<file path="config.mk">
export PLATFORM = sky130hd
export DESIGN_NAME = ternary_mvm_core
export DESIGN_NICKNAME = d
export VERILOG_FILES = /design/src/rtl/ternary_pkg.sv /design/src/rtl/ternary_weight_mem.sv /design/src/rtl/ternary_mvm_core.sv
export SDC_FILE = /design/constraint.sdc
export NUM_CORES = 1
export LEC_CHECK = 0
export CAP_MARGIN = 20
export CELL_PAD_IN_SITES_DETAIL_PLACEMENT = 1
export CELL_PAD_IN_SITES_GLOBAL_PLACEMENT = 2
export CORE_ASPECT_RATIO = 1.5
export CORE_MARGIN = 3
export CORE_UTILIZATION = 45
export CTS_CLUSTER_DIAMETER = 30
export CTS_CLUSTER_SIZE = 20
export DETAILED_ROUTE_END_ITERATION = 8
export GPL_TIMING_DRIVEN = 0
export MAX_ROUTING_LAYER = met4
export PLACE_DENSITY = 0.91
export SETUP_SLACK_MARGIN = 0.2
export SLEW_MARGIN = 20
export SYNTH_ARGS = -nofsm -noshare
export SYNTH_HDL_FRONTEND = slang
export SYNTH_SLANG_ARGS = --single-unit
</file>
<file path="constraint.sdc">
create_clock -name clk -period 39.8 [get_ports clk]
set_input_delay 7.96 -clock clk [delete_from_list [all_inputs] [get_ports clk]]
set_output_delay 7.96 -clock clk [all_outputs]
set_load 0.01 [all_outputs]
</file>
<file path="src/rtl/ternary_pkg.sv">
// Shared types, opcodes, weight encodings and width helpers for the ternary
// matrix-vector multiply core.
package ternary_pkg;

  typedef enum logic [1:0] {
    IDLE = 2'd0,
    LOAD = 2'd1,
    MULT = 2'd2,
    OUT  = 2'd3
  } state_t;

  localparam logic [3:0] OP_LOAD = 4'hA;
  localparam logic [3:0] OP_MULT = 4'hB;

  localparam logic [1:0] W_POS = 2'b01;
  localparam logic [1:0] W_NEG = 2'b11;

  function automatic int idx_w(input int n);
    return $clog2(n);
  endfunction

  function automatic int acc_w(input int act_w, input int max_in);
    return act_w + $clog2(max_in) + 1;
  endfunction

endpackage

</file>
<file path="src/rtl/ternary_weight_mem.sv">
// 2-bit ternary weight store: one 16-bit packed word written per cycle,
// a whole row read combinationally for the accumulate datapath.
module ternary_weight_mem #(
  parameter int MAX_IN_LEN  = 16,
  parameter int MAX_OUT_LEN = 8,
  parameter int RW          = 4,
  parameter int WW          = 1
) (
  input  logic                     clk,
  input  logic                     rst,
  input  logic                     wr_en,
  input  logic [RW-1:0]            wr_row,
  input  logic [WW-1:0]            wr_word,
  input  logic [15:0]              wr_data,
  input  logic [RW-1:0]            rd_row,
  output logic [2*MAX_OUT_LEN-1:0] rd_data
);

  localparam int WPR = MAX_OUT_LEN / 8;

  logic [2*MAX_OUT_LEN-1:0] mem [MAX_IN_LEN];

  // Cleared on reset so a MULT issued before any LOAD sees all-zero weights.
  always_ff @(posedge clk or posedge rst) begin
    if (rst) begin
      for (int r = 0; r < MAX_IN_LEN; r++) begin
        mem[r] <= '0;
      end
    end else if (wr_en) begin
      for (int k = 0; k < WPR; k++) begin
        if (wr_word == WW'(k)) begin
          mem[wr_row][16*k +: 16] <= wr_data;
        end
      end
    end
  end

  assign rd_data = mem[rd_row];

endmodule

</file>
<file path="src/rtl/ternary_mvm_core.sv">
// Streaming ternary matrix-vector multiply: load {-1,0,+1} weights, stream
// activations row by row, then emit one signed dot product per column.
module ternary_mvm_core
  import ternary_pkg::*;
#(
  parameter int MAX_IN_LEN  = 16,
  parameter int MAX_OUT_LEN = 8,
  parameter int ACT_W       = 8,
  localparam int ACC_W      = acc_w(ACT_W, MAX_IN_LEN)
) (
  input  logic             clk,
  input  logic             rst,
  input  logic [15:0]      in_data,
  input  logic             in_valid,
  output logic             in_ready,
  output logic [ACC_W-1:0] out_data,
  output logic             out_valid,
  output logic             out_last,
  input  logic             out_ready,
  output logic             busy
);

  localparam int LI  = idx_w(MAX_IN_LEN);
  localparam int LO  = idx_w(MAX_OUT_LEN);
  localparam int WPR = MAX_OUT_LEN / 8;
  localparam int WW  = (WPR > 1) ? $clog2(WPR) : 1;

  state_t                   state;
  logic [LI:0]              in_len;
  logic [LO:0]              out_len;
  logic [LI-1:0]            row_cnt;
  logic [WW-1:0]            word_cnt;
  logic [LO-1:0]            col;

  logic signed [ACC_W-1:0]  acc      [MAX_OUT_LEN];
  logic signed [ACC_W-1:0]  acc_next [MAX_OUT_LEN];
  logic signed [ACC_W-1:0]  act_ext;
  logic [2*MAX_OUT_LEN-1:0] row_w;
  logic [15:0]              wr_masked;
  logic [3:0]               opcode;
  logic                     row_last;
  logic                     word_last;
  logic                     col_next_last;
  logic                     acc_clr;
  logic                     acc_en;
  logic                     wr_en;

  assign opcode        = in_data[15:12];
  assign act_ext       = ACC_W'($signed(in_data[ACT_W-1:0]));
  assign row_last      = ((LI+1)'(row_cnt) == in_len - (LI+1)'(1));
  assign word_last     = (word_cnt == WW'(WPR - 1));
  assign col_next_last = ((LO+1)'(col) + (LO+1)'(2) == out_len);
  assign acc_clr       = (state == IDLE) && in_valid && (opcode == OP_MULT);
  assign acc_en        = (state == MULT) && in_valid;
  assign wr_en         = (state == LOAD) && in_valid;
  assign in_ready      = (state != OUT);
  assign busy          = (state != IDLE);

  genvar gi;

  // Columns past out_len are written as zero so stale data never contributes.
  generate
    for (gi = 0; gi < 8; gi++) begin : g_mask
      assign wr_masked[2*gi +: 2] =
        ((8 * int'(word_cnt) + gi) < int'(out_len)) ? in_data[2*gi +: 2] : 2'b00;
    end
  endgenerate

  ternary_weight_mem #(
    .MAX_IN_LEN (MAX_IN_LEN),
    .MAX_OUT_LEN(MAX_OUT_LEN),
    .RW         (LI),
    .WW         (WW)
  ) u_weight_mem (
    .clk    (clk),
    .rst    (rst),
    .wr_en  (wr_en),
    .wr_row (row_cnt),
    .wr_word(word_cnt),
    .wr_data(wr_masked),
    .rd_row (row_cnt),
    .rd_data(row_w)
  );

  generate
    for (gi = 0; gi < MAX_OUT_LEN; gi++) begin : g_col
      logic [1:0] w_code;
      logic       col_on;
      assign w_code = row_w[2*gi +: 2];
      assign col_on = (gi < int'(out_len));
      assign acc_next[gi] = !col_on             ? acc[gi] :
                            (w_code == W_POS)   ? acc[gi] + act_ext :
                            (w_code == W_NEG)   ? acc[gi] - act_ext :
                                                  acc[gi];
    end
  endgenerate

  always_ff @(posedge clk or posedge rst) begin
    if (rst) begin
      for (int i = 0; i < MAX_OUT_LEN; i++) acc[i] <= '0;
    end else if (acc_clr) begin
      for (int i = 0; i < MAX_OUT_LEN; i++) acc[i] <= '0;
    end else if (acc_en) begin
      for (int i = 0; i < MAX_OUT_LEN; i++) acc[i] <= acc_next[i];
    end
  end

  always_ff @(posedge clk or posedge rst) begin
    if (rst) begin
      state     <= IDLE;
      in_len    <= (LI+1)'(MAX_IN_LEN);
      out_len   <= (LO+1)'(MAX_OUT_LEN);
      row_cnt   <= '0;
      word_cnt  <= '0;
      col       <= '0;
      out_valid <= 1'b0;
      out_last  <= 1'b0;
      out_data  <= '0;
    end else begin
      case (state)
        IDLE: begin
          if (in_valid && opcode == OP_LOAD) begin
            in_len   <= (LI+1)'(in_data[11 -: LI]) + (LI+1)'(1);
            out_len  <= (LO+1)'(in_data[11-LI -: LO]) + (LO+1)'(1);
            row_cnt  <= '0;
            word_cnt <= '0;
            state    <= LOAD;
          end else if (in_valid && opcode == OP_MULT) begin
            row_cnt <= '0;
            state   <= MULT;
          end
        end
        LOAD: begin
          if (in_valid) begin
            if (word_last) begin
              word_cnt <= '0;
              if (row_last) state <= IDLE;
              else          row_cnt <= row_cnt + LI'(1);
            end else begin
              word_cnt <= word_cnt + WW'(1);
            end
          end
        end
        MULT: begin
          if (in_valid) begin
            if (row_last) begin
              // First result leaves with the final activation already folded in.
              state     <= OUT;
              col       <= '0;
              out_valid <= 1'b1;
              out_data  <= acc_next[0];
              out_last  <= (out_len == (LO+1)'(1));
            end else begin
              row_cnt <= row_cnt + LI'(1);
            end
          end
        end
        OUT: begin
          if (out_ready) begin
            if (out_last) begin
              state     <= IDLE;
              col       <= '0;
              out_valid <= 1'b0;
              out_last  <= 1'b0;
            end else begin
              col      <= col + LO'(1);
              out_data <= acc[col + LO'(1)];
              out_last <= col_next_last;
            end
          end
        end
        default: state <= IDLE;
      endcase
    end
  end

endmodule

</file>
; Word level (Yosys, flattened, before mapping)
; Index checks and enable logic that the tools add are counted.
[totals]
ff_bits = 394
inputBits = 20
out_inout_bits = 17
elab_cells = 246
[classes]
add_sub_neg = 30
order_cmp = 19
eq_ne = 35
mux = 84
n_bitwise = 3
reduce_logical = 42
[ops]
columns = op, count
row1 = $mux W13, 30
row2 = $bwmux W256, 1
row3 = $mux W104, 2
row4 = $add A13 B8 Y13, 8
row5 = $sub A13 B8 Y13, 8
row6 = $bmux W16 S4, 1
row7 = $demux W16 S4, 1
row8 = $mux W16, 3
row9 = $bmux W13 S3, 1
row10 = $lt A5 B4 Y1, 7
row11 = $mux W2, 17
row12 = $pmux W13 S2, 1
row13 = $mux W4, 6
row14 = $reduce_and A3 Y1, 8
row15 = $reduce_bool A3 Y1, 8
row16 = $reduce_bool A2 Y1, 11
row17 = $add A4 B3 Y5 const B, 4
row18 = $eq A2 B2 Y1 const B, 10
row19 = $eq A2 B1 Y1 const B, 9
row20 = $ne A2 B2 Y1 const B, 9
row21 = $lt A3 B4 Y1 const A, 4
row22 = $reduce_and A5 Y1, 3
row23 = $mux W3, 4
row24 = $pmux W4 S3, 1
row25 = 32 further kinds, 56

; Logic depth before layout (Yosys ltp)
; Gate-level depths: netlist (run 1).
[logic_depth]
depth_word = 11
ltp_mapped = 20

; Cells and area by module
; Synthesis (run 1) repeated with hierarchy kept, for this count alone.
[hier_totals]
hier_cells = 2170
hier_area_um2 = 24309.6
[modules_own_cells]
columns = module, instances, cells_per_inst, area_per_inst_um2, seq_area_each_um2
row1 = ternary_mvm_core, 1, 1460, 12724.7, 3430.8
row2 = ternary_weight_mem, 1, 710, 11584.9, 6406.1

; Worst setup path before layout (run 1)
; OpenSTA, ideal clock, no wires.
[synth_timing]
kind = in2reg
from = in in_data[1]
to = reg acc[77] in the netlist's numbering
setup_time_ns = 0.078
arrival_ns = 10.632
t_required_ns = 39.722
setup_slack_ns = 29.090
cell_stages = 15
cell_sequence = clkinv_1 -> ha_1 -> clkbuf_1 -> nand4_1 -> o21ai_2 -> clkbuf_1 -> mux2i_1 -> ha_1 -> a21o_1 -> nand3_1 -> nand2_1 -> a31oi_1 -> xor2_1 -> or3_1 -> a21oi_1
[synth_between]
elab_chain_cells = 6
[synth_lines]
columns = item, line
row1 = from (decl), ternary_mvm_core.sv:13  ; input logic [15:0] in_data,
row2 = $sub A13 B8 Y13, ternary_mvm_core.sv:93  ; (w_code == W_NEG) ? acc[gi] - act_ext :
row3 = $mux W13, ternary_mvm_core.sv:93
row4 = $mux W13 *, ternary_mvm_core.sv:92  ; (w_code == W_POS) ? acc[gi] + act_ext :
row5 = $mux W13 *, ternary_mvm_core.sv:91  ; assign acc_next[gi] = !col_on ? acc[gi] :
row6 = $mux W104 *, ternary_mvm_core.sv:103  ; end else if (acc_en) begin
row7 = $mux W104 *, ternary_mvm_core.sv:101  ; end else if (acc_clr) begin
row8 = to (decl), ternary_mvm_core.sv:35  ; logic signed [ACC_W-1:0] acc [MAX_OUT_LEN];
; Every way passes the cells marked *; elsewhere a longest branch is shown, timed or not. The select of a mux whose other input is x is not followed.
; A chain may end at the register's enable or synchronous reset.

; Final worst setup path (run 1)
[layout_timing]
from = in in_data[0]
to = reg acc[25] in the netlist's numbering
; Same word-level chain as after synthesis.

==> metrics.md, run 1 <==
| Metric | Value |
|---|---|
| Number of global-route vias before repair | 22,600 |
| Count of boundary I/O pins | 37 |
| Crit Path Category | in -> reg |
| Maximum single-stage delay on the critical path | 0.88 ns |
| Final number of setup-violating endpoints | 0 |
| Max Cap Violations | 0 |
| Global-route wire length before repair | 140,000 um |
| Post-detailed-route via-to-cell ratio | 6.18 |
| Hold violation count in the final report | 0 |
| Number of inserted diodes | 0 |
| FF-to-FF path depth | 18 |
| Detailed-route DRC error count | 0 |
| Critical path data required time | 40.33 ns |
| Placed cell area | 25,000 sq um |
| Final worst path period share | 0.336 |
| Minimum clock period after layout | 13.36 ns |
| Critical Path Sink Type | register |
| Detail Route Antenna Nets | 0 |
| Number of nets produced by synthesis | 2,615 |
| CP Cell Sequence | clkdlybuf4s50_1, inv_1, ha_1, clkbuf_1, nand4_1, o21ai_2, clkbuf_1, mux2i_1, ha_1, nand2_1, o21ai_0, a41oi_1, xnor2_1, nand2_1, mux2i_1 |
| Maximum number of pins on one net before global-route repair | 113 |
| TritonCTS clock tree | built |
| Number of hold-repair buffers added at the cts stage | 0 |
| Post-cts resize count | 0 |
| Maximum count of clock buffers along a single path | 3 |
| Mapped Area | 23,700 sq um |
| # rows | 102 |
| Critical Path Slowest Stage Cell | clkdlybuf4s50_1 |
| Buffer count from post-CTS setup fixing | 0 |
| CTS H-tree lvls | 3 |
| Number of filler cells placed in the layout | 5,818 |
| Tightest Hold Check Type | reg -> reg |
| Count of distinct cell types in the synthesized netlist | 79 |
| Worst-skew pair later-pin latency | 0.63 ns |
| Port Buffer Count | 36 |
| Flop and latch count out of synthesis | 393 |
| Proportion of layout cells with a drive suffix above 1 | 0.119 |
| DIE AREA | 55,500 sq um |
| Max Freq | 0.0749 GHz |
| DR iter-0 viols | 1,342 |
| Fraction of the core area covered by cells at the end of the flow | 0.545 |
| Launch instance of the worst min-delay path | u_weight_mem.mem[153] |
| Mapped Cells | 2,456 |
| Number of max-slew violations in the final report | 0 |
| Result of the run | finished clean |
| Max VDD drop | 53.6 uV |
| X dimension of the die | 193 um |
| Overall Global Routing Usage | 0.345 |
| Net count reported at finish | 2,749 |
| Leading cell types by count after synthesis | 452 x nand2_1, 391 x dfrtp_1, 323 x o21ai_0 |
| Total number of yosys warnings | 0 |
| Max-Slew Margin vs Limit | 0.217 |
| Kind of start point of the critical path | primary input |
| Length of the first detailed-routing pass in iterations | 7 |
| Delay-heaviest family, CP | buffers and inverters |
| Sequential fraction of the synthesis area | 0.415 |
| Reg-to-Reg Start | row_cnt[1] |
| Routed WL | 93,100 um |
| Multi-input gate area in the final layout | 13,000 sq um |
| CTS clk-pin slew, worst paths | 0.04 ns |
| Routed wire length per instance | 27.9 um |
| Cell taking the most area after synthesis | dfrtp_1 |
| Crit path from | in_data[0] |
| Worst Tran Pin Value | 1.17 ns |
| GRT overflow | 0 |
| Die height | 287 um |
| Pwr per Cell Area | 95.0 nW/um^2 |
| Leakage dissipation | 0.0127 uW |
| Antenna violations before repair | 0 |
| Top cells by area, synth | dfrtp_1 41%, mux4_2 7.2%, nand2_1 7.2% |
| Tightest hold margin | 0.476 ns |
| Area Overhead vs Synth | 19.1% |
| CP arrival | 13.89 ns |
| Clock tree root driver cell | clkbuf_16 |
| Reg-to-reg critical path endpoint | acc[51] |
| Starting density of the core | 0.457 |
| Maximum fanout encountered on the critical timing path | 11 |
| CORE AREA | 51,800 sq um |
| RSZ-0062 raised after global routing | false |
| Cells on Worst Hold Path | 2 |
| Worst reg-to-reg setup slack | 34.21 ns |
| Top cell type's share of synthesized area | 0.413 |
| CTS buffer count | 89 |
| HPWL reported at the end of detailed placement | 68,000 um |
| Total number of vias | 20,600 |
| Flip-flop and latch area | 9840 sq um |
| Final Instance Count excl. Fillers | 3,342 |
| Cell count after placement | 3,174 |
| Setup TNS | 0 ns |
| Avg Cell Area, Syn | 9.65 sq um |
| Global placement routability congestion | 1.00 |
| End point of the worst hold path | u_weight_mem.mem[153] |
| Maximum clock skew at final layout | 0.0189 ns |
| EDFF count, synth | 0 |
| Most used DFF post-synth | dfrtp_1 |
| Num Clock Sinks | 393 |
| Buf/Inv on CP | 4 |
| Cell area after layout | 28,200 sq um |
| Dominant cell by count in the synthesized netlist | nand2_1 |
| Share of synthesized registers carrying an async set or reset | 1.00 |
==> report_power, final <==
part           internal (uW)  switching, uW  leakage (uW)
Combinational            524            782       0.00583
Sequential               495           94.2       0.00529
Clock                    532            253       0.00155
==> worst max path at each step <==
stage,slack [ns],endpoint,cells after the start
2_1_floorplan,20.92,acc[0],1
3_3_place_gp,15.97,u_weight_mem.mem[235],2
3_5_place_dp,26.04,acc[77],16
4_1_cts,26.65,acc[25],15
5_1_grt,26.47,acc[77],16
6_report,26.44,acc[25],15
==> worst register-to-register path: cells and delay by family (launching register included) <==
| family | cells | cell delay, ns |
|---|---|---|
| compound gates | 10 | 2.52 |
| flops | 1 | 0.41 |
| xor+xnor | 1 | 0.25 |
| buf+inv | 4 | 1.09 |
| simple gates | 2 | 0.73 |
| fa+ha+maj | 1 | 0.50 |
==> metrics by stage <==
stage | setup WS [ns] | total power (uW)
final | 26.44 | 2680
after global routing | 26.47 | 2830
after CTS | 26.65 | 2670
after detailed placement | 26.04 | 1870
after global placement | 15.97 | 1810
after floorplan | 20.92 | 1480
==> routing by layer <==
| layer | track usage | vias up | wire length, um |
|---|---|---|---|
| li1 | - | 8966 | - |
| met1 | 0.361 | 10500 | 33200 |
| met2 | 0.575 | 817 | 45600 |
| met3 | 0.0478 | 383 | 4810 |
| met4 | 0.293 | 0 | 9600 |
| met5 | - | - | 0 |
==> cells in the final DEF (no fill, tap or decap), drive strengths merged, types with 17 or more instances in the layout <==
| cell type | n |
|---|---|
| a21o | 31 |
| a21oi | 97 |
| a31oi | 20 |
| buf | 52 |
| clkbuf | 216 |
| clkdlybuf4s50 | 36 |
| clkinv | 24 |
| dfrtp | 391 |
| ha | 130 |
| inv | 57 |
| mux2 | 17 |
| mux2i | 125 |
| mux4 | 76 |
| nand2 | 453 |
| nand3 | 31 |
| nand4 | 17 |
| nor2 | 159 |
| o211ai | 18 |
| o21a | 30 |
| o21ai | 352 |
| xnor2 | 100 |
| xor2 | 36 |
==> kinds of logic after synthesis <==
logic type,Yosys count,synth area share
AOI/OAI and AO/OA,633,0.158
xor gates and xnor gates,136,0.0503
adders and majority gates,139,0.0763
buffers and inverters,199,0.0378
DFF,393,0.415
muxes,218,0.134
and+or+nand+nor,738,0.129
==> area by class of cell <==
type / count / area share
plain buffers: 150 / 0.0253
multi-input cells: 1864 / 0.459
flip-flops and latches: 393 / 0.349
repair buffers: 43 / 0.0172
clock buffers: 111 / 0.0865
well taps: 676 / 0.0300
clock inverters: 56 / 0.0263
inverters: 49 / 0.00678
==> flip-flops by register name, summed over array words and instances, names as in the netlist <==
register          flops
out_valid             1
state                 2
out_data             13
col                   3
row_cnt               4
out_last              1
out_len               4
acc                 104
u_weight_mem.mem    256
in_len                5
Power figures use the tool's default switching activity.
==> run 2, diff against run 1 <==
CORE_UTILIZATION = 42   (was 45)
PLACE_DENSITY = 0.86   (was 0.91)
clock period = 12.3 ns   (was 39.8 ns; I/O delays follow)
==> metrics.md, run 2 (same netlist as run 1, synthesis figures left out) <==
| Metric | Value |
|---|---|
| Worst Tran Pin Value | 1.18 ns (was 1.17 ns) |
| Maximum fanout encountered on the critical timing path | 11 (unchanged) |
| Minimum clock period after layout | 7.86 ns |
| Most common cell after layout, fill and taps aside | nand2_1 (unchanged) |
| Count of boundary I/O pins | 37 (unchanged) |
| Critical Path Sink Type | register (unchanged) |
| DR iter-0 viols | 1,053 (was 1,342) |
| Setup TNS | 0 ns (unchanged) |
| FF-to-FF path depth | 18 (unchanged) |
| Registers with the highest flip-flop counts | u_weight_mem.mem x256, acc x104, out_data x13 (unchanged) |
| X dimension of the die | 200 um (was 193 um) |
| Proportion of layout cells with a drive suffix above 1 | 0.120 (was 0.119) |
| Number of filler cells placed in the layout | 6,229 (was 5,818) |
| CTS clk-pin slew, worst paths | 0.05 ns (was 0.04 ns) |
| Reg-to-Reg Start | row_cnt[1] (unchanged) |
| Global-route wire length before repair | 139,000 um (was 140,000 um) |
| Leakage dissipation | 0.0127 uW (about the same) |
| Reg-to-reg critical path endpoint | acc[51] (unchanged) |
| GRT overflow | 0 (unchanged) |
| Pwr per Cell Area | 301 nW/um^2 (was 95.0 nW/um^2) |
| Pre-CTS WS | 3.86 ns (was 26.04 ns) |
| HPWL reported at the end of detailed placement | 69,700 um (was 68,000 um) |
| Buf/Inv on CP | 4 (unchanged) |
| Result of the run | finished clean (unchanged) |
| Hold violation count in the final report | 0 (unchanged) |
| Maximum count of clock buffers along a single path | 3 (unchanged) |
| Post-route setup slack | 4.44 ns (was 26.44 ns) |
| RSZ-0062 raised after global routing | false (unchanged) |
| Routed WL | 92,800 um (was 93,100 um) |
| CP arrival | 8.33 ns (was 13.89 ns) |
| Largest register FFs | 256 (unchanged) |
| Maximum number of pins on one net before global-route repair | 37 (was 113) |
| Number of hold-repair buffers added at the cts stage | 0 (unchanged) |
| Critical path data required time | 12.77 ns (was 40.33 ns) |
| CP Cell Sequence | clkdlybuf4s50_1, inv_1, ha_1, clkbuf_1, nand4_1, o21ai_2, clkbuf_1, mux2i_1, ha_1, nand4_1, a311oi_1, xor2_1, mux2i_1, nor2_1 (was clkdlybuf4s50_1, inv_1, ha_1, clkbuf_1, nand4_1, o21ai_2, clkbuf_1, mux2i_1, ha_1, nand2_1, o21ai_0, a41oi_1, xnor2_1, nand2_1, mux2i_1) |
| Tightest Hold Check Type | reg -> reg (unchanged) |
| # rows | 106 (was 102) |
| Post-cts resize count | 0 (unchanged) |
| Num Clock Sinks | 393 (unchanged) |
| Kind of start point of the critical path | primary input (unchanged) |
| DIE AREA | 59,400 sq um (was 55,500 sq um) |
| Fraction of the core area covered by cells at the end of the flow | 0.508 (was 0.545) |
| Buffer count from post-CTS setup fixing | 0 (unchanged) |
| Routed wire length per instance | 27.1 um (was 27.9 um) |
| CTS buffer count | 85 (was 89) |
| Max VDD drop | 155 uV (was 53.6 uV) |
| Antenna violations before repair | 2 (was 0) |
| CORE AREA | 55,800 sq um (was 51,800 sq um) |
| Final number of setup-violating endpoints | 0 (unchanged) |
| Worst reg-to-reg setup slack | 6.45 ns (was 34.21 ns) |
| Max Cap Violations | 0 (unchanged) |
| Net count reported at finish | 2,755 (was 2,749) |
| Maximum single-stage delay on the critical path | 0.84 ns (was 0.88 ns) |
| Detail Route Antenna Nets | 0 (unchanged) |
| Overall Global Routing Usage | 0.325 (was 0.345) |
| CTS H-tree lvls | 3 (unchanged) |
| Max Freq | 0.127 GHz |
| Register with the most flip-flops | u_weight_mem.mem (unchanged) |
| Post-detailed-route via-to-cell ratio | 5.91 (was 6.18) |
| Starting density of the core | 0.424 (was 0.457) |
| Critical Path Slowest Stage Cell | nand4_1 (was clkdlybuf4s50_1) |
| Cells on Worst Hold Path | 2 (unchanged) |
| Port Buffer Count | 36 (unchanged) |
| Final worst path period share | 0.639 |
| Clock tree root driver cell | clkbuf_16 (unchanged) |
| Length of the first detailed-routing pass in iterations | 5 (was 7) |
| Max-Slew Margin vs Limit | 0.212 (was 0.217) |
| End point of the worst hold path | u_weight_mem.mem[157] (was u_weight_mem.mem[153]) |
| Cell count after placement | 3,264 (was 3,174) |
| Top library cells by usage in the layout, fill and taps aside | 452 x nand2_1, 391 x dfrtp_1, 321 x o21ai_0 (unchanged) |
| Crit Path Category | in -> reg (unchanged) |
| Delay-heaviest family, CP | buffers and inverters (unchanged) |
| Number of max-slew violations in the final report | 0 (unchanged) |
| Worst-skew pair later-pin latency | 0.63 ns (about the same) |
| Maximum clock skew at final layout | 0.0259 ns (was 0.0189 ns) |
| Area Overhead vs Synth | 19.6% (was 19.1%) |
| Total number of vias | 20,200 (was 20,600) |
| Number of global-route vias before repair | 22,200 (was 22,600) |
| Launch instance of the worst min-delay path | u_weight_mem.mem[157] (was u_weight_mem.mem[153]) |
| Global placement routability congestion | 1.01 (was 1.00) |
| TritonCTS clock tree | built (unchanged) |
| Detailed-route DRC error count | 0 (unchanged) |
| Die height | 297 um (was 287 um) |
| Overall power of the completed layout | 8530 uW (was 2680 uW) |
| Final Instance Count excl. Fillers | 3,422 (was 3,342) |
-- run 2: cell count changes in the layout (fill, tap and decap cells not counted), moves of 2 or more --
| cell | previous run | this run |
|---|---|---|
| clkinvlp_4 | 9 | 13 |
| clkbuf_1 | 114 | 111 |
| buf_4 | 9 | 7 |
| clkbuf_8 | 11 | 14 |
| clkinv_2 | 20 | 16 |
| clkbuf_16 | 90 | 86 |
| buf_12 | 2 | 13 |
| bufinv_16 | 15 | 12 |
-- run 2: area by class of cell --
cell class                 instances  area (sq um)  area share
multi-input combinational       1864         13000       0.457
sequential                       393          9840       0.347
clock buffer                     107          2370      0.0837
tap                              756           946      0.0334
buffer                           150           713      0.0252
timing repair buffer              53           701      0.0247
clock inverter                    49           617      0.0218
inverter                          49           188     0.00662
antenna                            1          2.50   0.0000883
-- run 2: worst max-delay path by stage --
stage | start | to | slack [ns] | cells after the start
final | in_data[0] | acc[50] | 4.44 | 14
after global routing | in_data[0] | acc[77] | 4.27 | 16
after CTS | in_data[0] | acc[77] | 4.51 | 16
after detailed placement | in_data[0] | acc[77] | 3.86 | 16
after global placement | rst | acc[31] | 1.81 | 2
after floorplan | rst | acc[0] | 4.55 | 1
-- run 2: stage by stage --
step | hold WS, ns | cell area [sq um]
final | 0.472 | 28300
after floorplan | 0.443 | 23700
after global routing | 0.500 | 28300
after global placement | 0.456 | 25000
after detailed placement | 0.464 | 25300
after CTS | 0.477 | 28300
-- run 2: report_power, final --
group | switching [uW] | internal [uW] | leakage (uW)
sequential | 300 | 1600 | 0.00529
clock | 780 | 1610 | 0.00145
combinational | 2530 | 1700 | 0.00592
total | 3610 | 4910 | 0.0127
-- run 2: worst register-to-register path: stages (launching register included) --
cell      delay, ns
dfrtp_1        0.42
buf_4          0.22
buf_6          0.20
buf_4          0.23
nor2_1         0.90
a22oi_1        0.35
o21ai_1        0.35
o31a_1         0.45
clkbuf_1       0.44
o21ai_0        0.24
fa_1           0.47
a21o_1         0.21
a21oi_1        0.29
o211ai_1       0.19
o21a_1         0.21
a31oi_1        0.22
xnor2_1        0.16
a21o_1         0.14
nand2_1        0.04
-- run 2: metal layers --
| layer | track usage | wire [um] | vias up |
|---|---|---|---|
| li1 | - | - | 8978 |
| met1 | 0.344 | 33700 | 10300 |
| met2 | 0.542 | 46900 | 648 |
| met3 | 0.0499 | 4150 | 325 |
| met4 | 0.239 | 8030 | 0 |
| met5 | - | 0 | - |
==> run 3, diff against run 2 <==
CORE_UTILIZATION = 38   (was 42)
PLACE_DENSITY = 0.83   (was 0.86)
clock period = 7.2 ns   (was 12.3 ns; I/O delays follow)
==> metrics.md, run 3 (same netlist as run 1, synthesis figures left out) <==
| Metric | Value |
|---|---|
| DIE AREA | 65,400 sq um (was 59,400 sq um) |
| Number of global-route vias before repair | 22,400 (was 22,200) |
| Max VDD drop | 212 uV (was 155 uV) |
| Starting density of the core | 0.386 (was 0.424) |
| Net count reported at finish | 2,752 (was 2,755) |
| Post-detailed-route via-to-cell ratio | 5.93 (was 5.91) |
| Registers with the highest flip-flop counts | u_weight_mem.mem x256, acc x104, out_data x13 (unchanged) |
| Crit Path Category | in -> reg (unchanged) |
| Pwr per Cell Area | 520 nW/um^2 (was 301 nW/um^2) |
| Final worst path period share | 0.962 |
| Routed WL | 96,100 um (was 92,800 um) |
| Reg-to-reg critical path endpoint | acc[90] (was acc[51]) |
| Maximum count of clock buffers along a single path | 3 (unchanged) |
| Max Freq | 0.144 GHz |
| TritonCTS clock tree | built (unchanged) |
| Clock tree root driver cell | clkbuf_16 (unchanged) |
| GRT overflow | 0 (unchanged) |
| Relative contribution of the clock network to total power | 0.288 (was 0.281) |
| Length of the first detailed-routing pass in iterations | 7 (was 5) |
| CTS clk-pin slew, worst paths | 0.04 ns (was 0.05 ns) |
| CP endpoint | acc[25] (was acc[50]) |
| Area Overhead vs Synth | 20.2% (was 19.6%) |
| Total number of vias | 20,500 (was 20,200) |
| Sequential share of power | 0.222 (was 0.223) |
| Tightest hold margin | 0.471 ns (was 0.472 ns) |
| Max-Slew Margin vs Limit | 0.216 (was 0.212) |
| Maximum number of pins on one net before global-route repair | 35 (was 37) |
| Detail Route Antenna Nets | 0 (unchanged) |
| Kind of start point of the critical path | primary input (unchanged) |
| Number of max-slew violations in the final report | 0 (unchanged) |
| Net Sw Power | 6290 uW (was 3610 uW) |
| Reg-to-Reg Start | row_cnt[1] (unchanged) |
| Detailed-route DRC error count | 0 (unchanged) |
| Hold violation count in the final report | 0 (unchanged) |
| Largest register FFs | 256 (unchanged) |
| HPWL reported at the end of detailed placement | 72,300 um (was 69,700 um) |
| Cell count after placement | 3,296 (was 3,264) |
| Crit path from | in_data[0] (unchanged) |
| Number of filler cells placed in the layout | 6,875 (was 6,229) |
| Num Clock Sinks | 393 (unchanged) |
| Register with the most flip-flops | u_weight_mem.mem (unchanged) |
| # rows | 111 (was 106) |
| Die height | 312 um (was 297 um) |
| Pre-CTS WS | -0.249 ns (was 3.86 ns) |
| Port Buffer Count | 36 (unchanged) |
| Top library cells by usage in the layout, fill and taps aside | 452 x nand2_1, 391 x dfrtp_1, 321 x o21ai_0 (unchanged) |
| Overall power of the completed layout | 14,800 uW (was 8530 uW) |
| Minimum clock period after layout | 6.93 ns |
| Proportion of layout cells with a drive suffix above 1 | 0.121 (was 0.120) |
| Global placement routability congestion | 0.992 (was 1.01) |
| Buffer count from post-CTS setup fixing | 0 (unchanged) |
| FF-to-FF path depth | 18 (unchanged) |
| Critical Path Sink Type | register (unchanged) |
| Post-cts resize count | 0 (unchanged) |
| CTS H-tree lvls | 3 (unchanged) |
| Final number of setup-violating endpoints | 0 (unchanged) |
| Count of boundary I/O pins | 37 (unchanged) |
| RSZ-0062 raised after global routing | false (unchanged) |
| CORE AREA | 61,400 sq um (was 55,800 sq um) |
| DR iter-0 viols | 1,181 (was 1,053) |
| Result of the run | finished clean (unchanged) |
| Maximum fanout encountered on the critical timing path | 11 (unchanged) |
| Worst Tran Pin Value | 1.18 ns (about the same) |
| Routed wire length per instance | 27.8 um (was 27.1 um) |
| Critical path data required time | 7.71 ns (was 12.77 ns) |
| Cell area after layout | 28,500 sq um (was 28,300 sq um) |
| Worst-skew pair later-pin latency | 0.64 ns (was 0.63 ns) |
| CTS buffer count | 86 (was 85) |
| Switching portion of total power | 0.425 (was 0.424) |
| Global-route wire length before repair | 143,000 um (was 139,000 um) |
| Internal Dissipation | 8520 uW (was 4910 uW) |
| Overall Global Routing Usage | 0.302 (was 0.325) |
| Portion of total power attributed to combinational logic | 0.490 (was 0.496) |
| Antenna violations before repair | 1 (was 2) |
| Number of hold-repair buffers added at the cts stage | 0 (unchanged) |
| X dimension of the die | 210 um (was 200 um) |
| Final Instance Count excl. Fillers | 3,456 (was 3,422) |
| Maximum clock skew at final layout | 0.0299 ns (was 0.0259 ns) |
| Most common cell after layout, fill and taps aside | nand2_1 (unchanged) |
| Leakage dissipation | 0.0127 uW (about the same) |
| Max Cap Violations | 0 (unchanged) |
| Worst reg-to-reg setup slack | 1.50 ns (was 6.45 ns) |
| Placed cell area | 25,300 sq um (about the same) |
| Post-route setup slack | 0.275 ns (was 4.44 ns) |
| CP arrival | 7.43 ns (was 8.33 ns) |
| Tightest Hold Check Type | reg -> reg (unchanged) |
## run 3: cell types whose count changed in the layout (fill, tap and decap cells not counted), moves of 3 or more
cell        change
clkinv_4        +6
clkinv_2        -5
clkbuf_1        -3
clkinvlp_4      -3
inv_6           -3
## run 3: final cells by class
type	instances	area, sq um	share of cell area
multi-input cells	1864	13000	0.456
repair buffers	49	628	0.0221
inverters	49	188	0.00659
diodes	3	7.51	0.000264
clock inverters	49	717	0.0252
well taps	791	990	0.0348
clock buffers	108	2420	0.0849
plain buffers	150	714	0.0251
flip-flops and latches	393	9840	0.346
## run 3: how the worst min path moves through the flow
stage / startpoint / to / cells after the start / slack [ns]
2_1_floorplan: u_weight_mem.mem[212] / u_weight_mem.mem[212] / 2 / 0.44
3_3_place_gp: u_weight_mem.mem[34] / u_weight_mem.mem[34] / 2 / 0.46
3_5_place_dp: u_weight_mem.mem[157] / u_weight_mem.mem[157] / 2 / 0.47
4_1_cts: u_weight_mem.mem[157] / u_weight_mem.mem[157] / 2 / 0.48
5_1_grt: u_weight_mem.mem[204] / u_weight_mem.mem[204] / 2 / 0.50
6_report: out_data[0] / out_data[0] / 2 / 0.47
## run 3: stage by stage
step,utilization,setup TNS (ns)
after global routing,0.464,0
after global placement,0.408,-902.00
after floorplan,-,0
after CTS,0.464,0
after detailed placement,0.413,-0.522
final,0.464,0
## run 3: critical path, stage by stage
cell and delay (ns):
clkdlybuf4s50_1 0.86, inv_1 0.29, ha_1 0.18, clkbuf_1 0.59, nand4_1 0.84, o21ai_2 0.73
clkbuf_1 0.74, mux2i_1 0.29, ha_1 0.45, and3b_1 0.22, a41oi_1 0.15, xnor2_1 0.35
nand2_1 0.15, mux2i_1 0.14
## run 3: layer usage
layer	track usage	vias up	part of all wire
li1	-	8982	-
met1	0.311	10400	0.35
met2	0.509	727	0.50
met3	0.0438	362	0.050
met4	0.244	0	0.10
met5	-	-	0
## run 3: power by group through the flow
stage / combinational [uW] / sequential (uW) / clock, uW
2_1_floorplan: 5090 / 3060 / 0
3_3_place_gp: 6850 / 3280 / 0
3_5_place_dp: 7140 / 3310 / 0
4_1_cts: 7220 / 3290 / 4300
5_1_grt: 7880 / 3350 / 4420
6_report: 7250 / 3290 / 4260
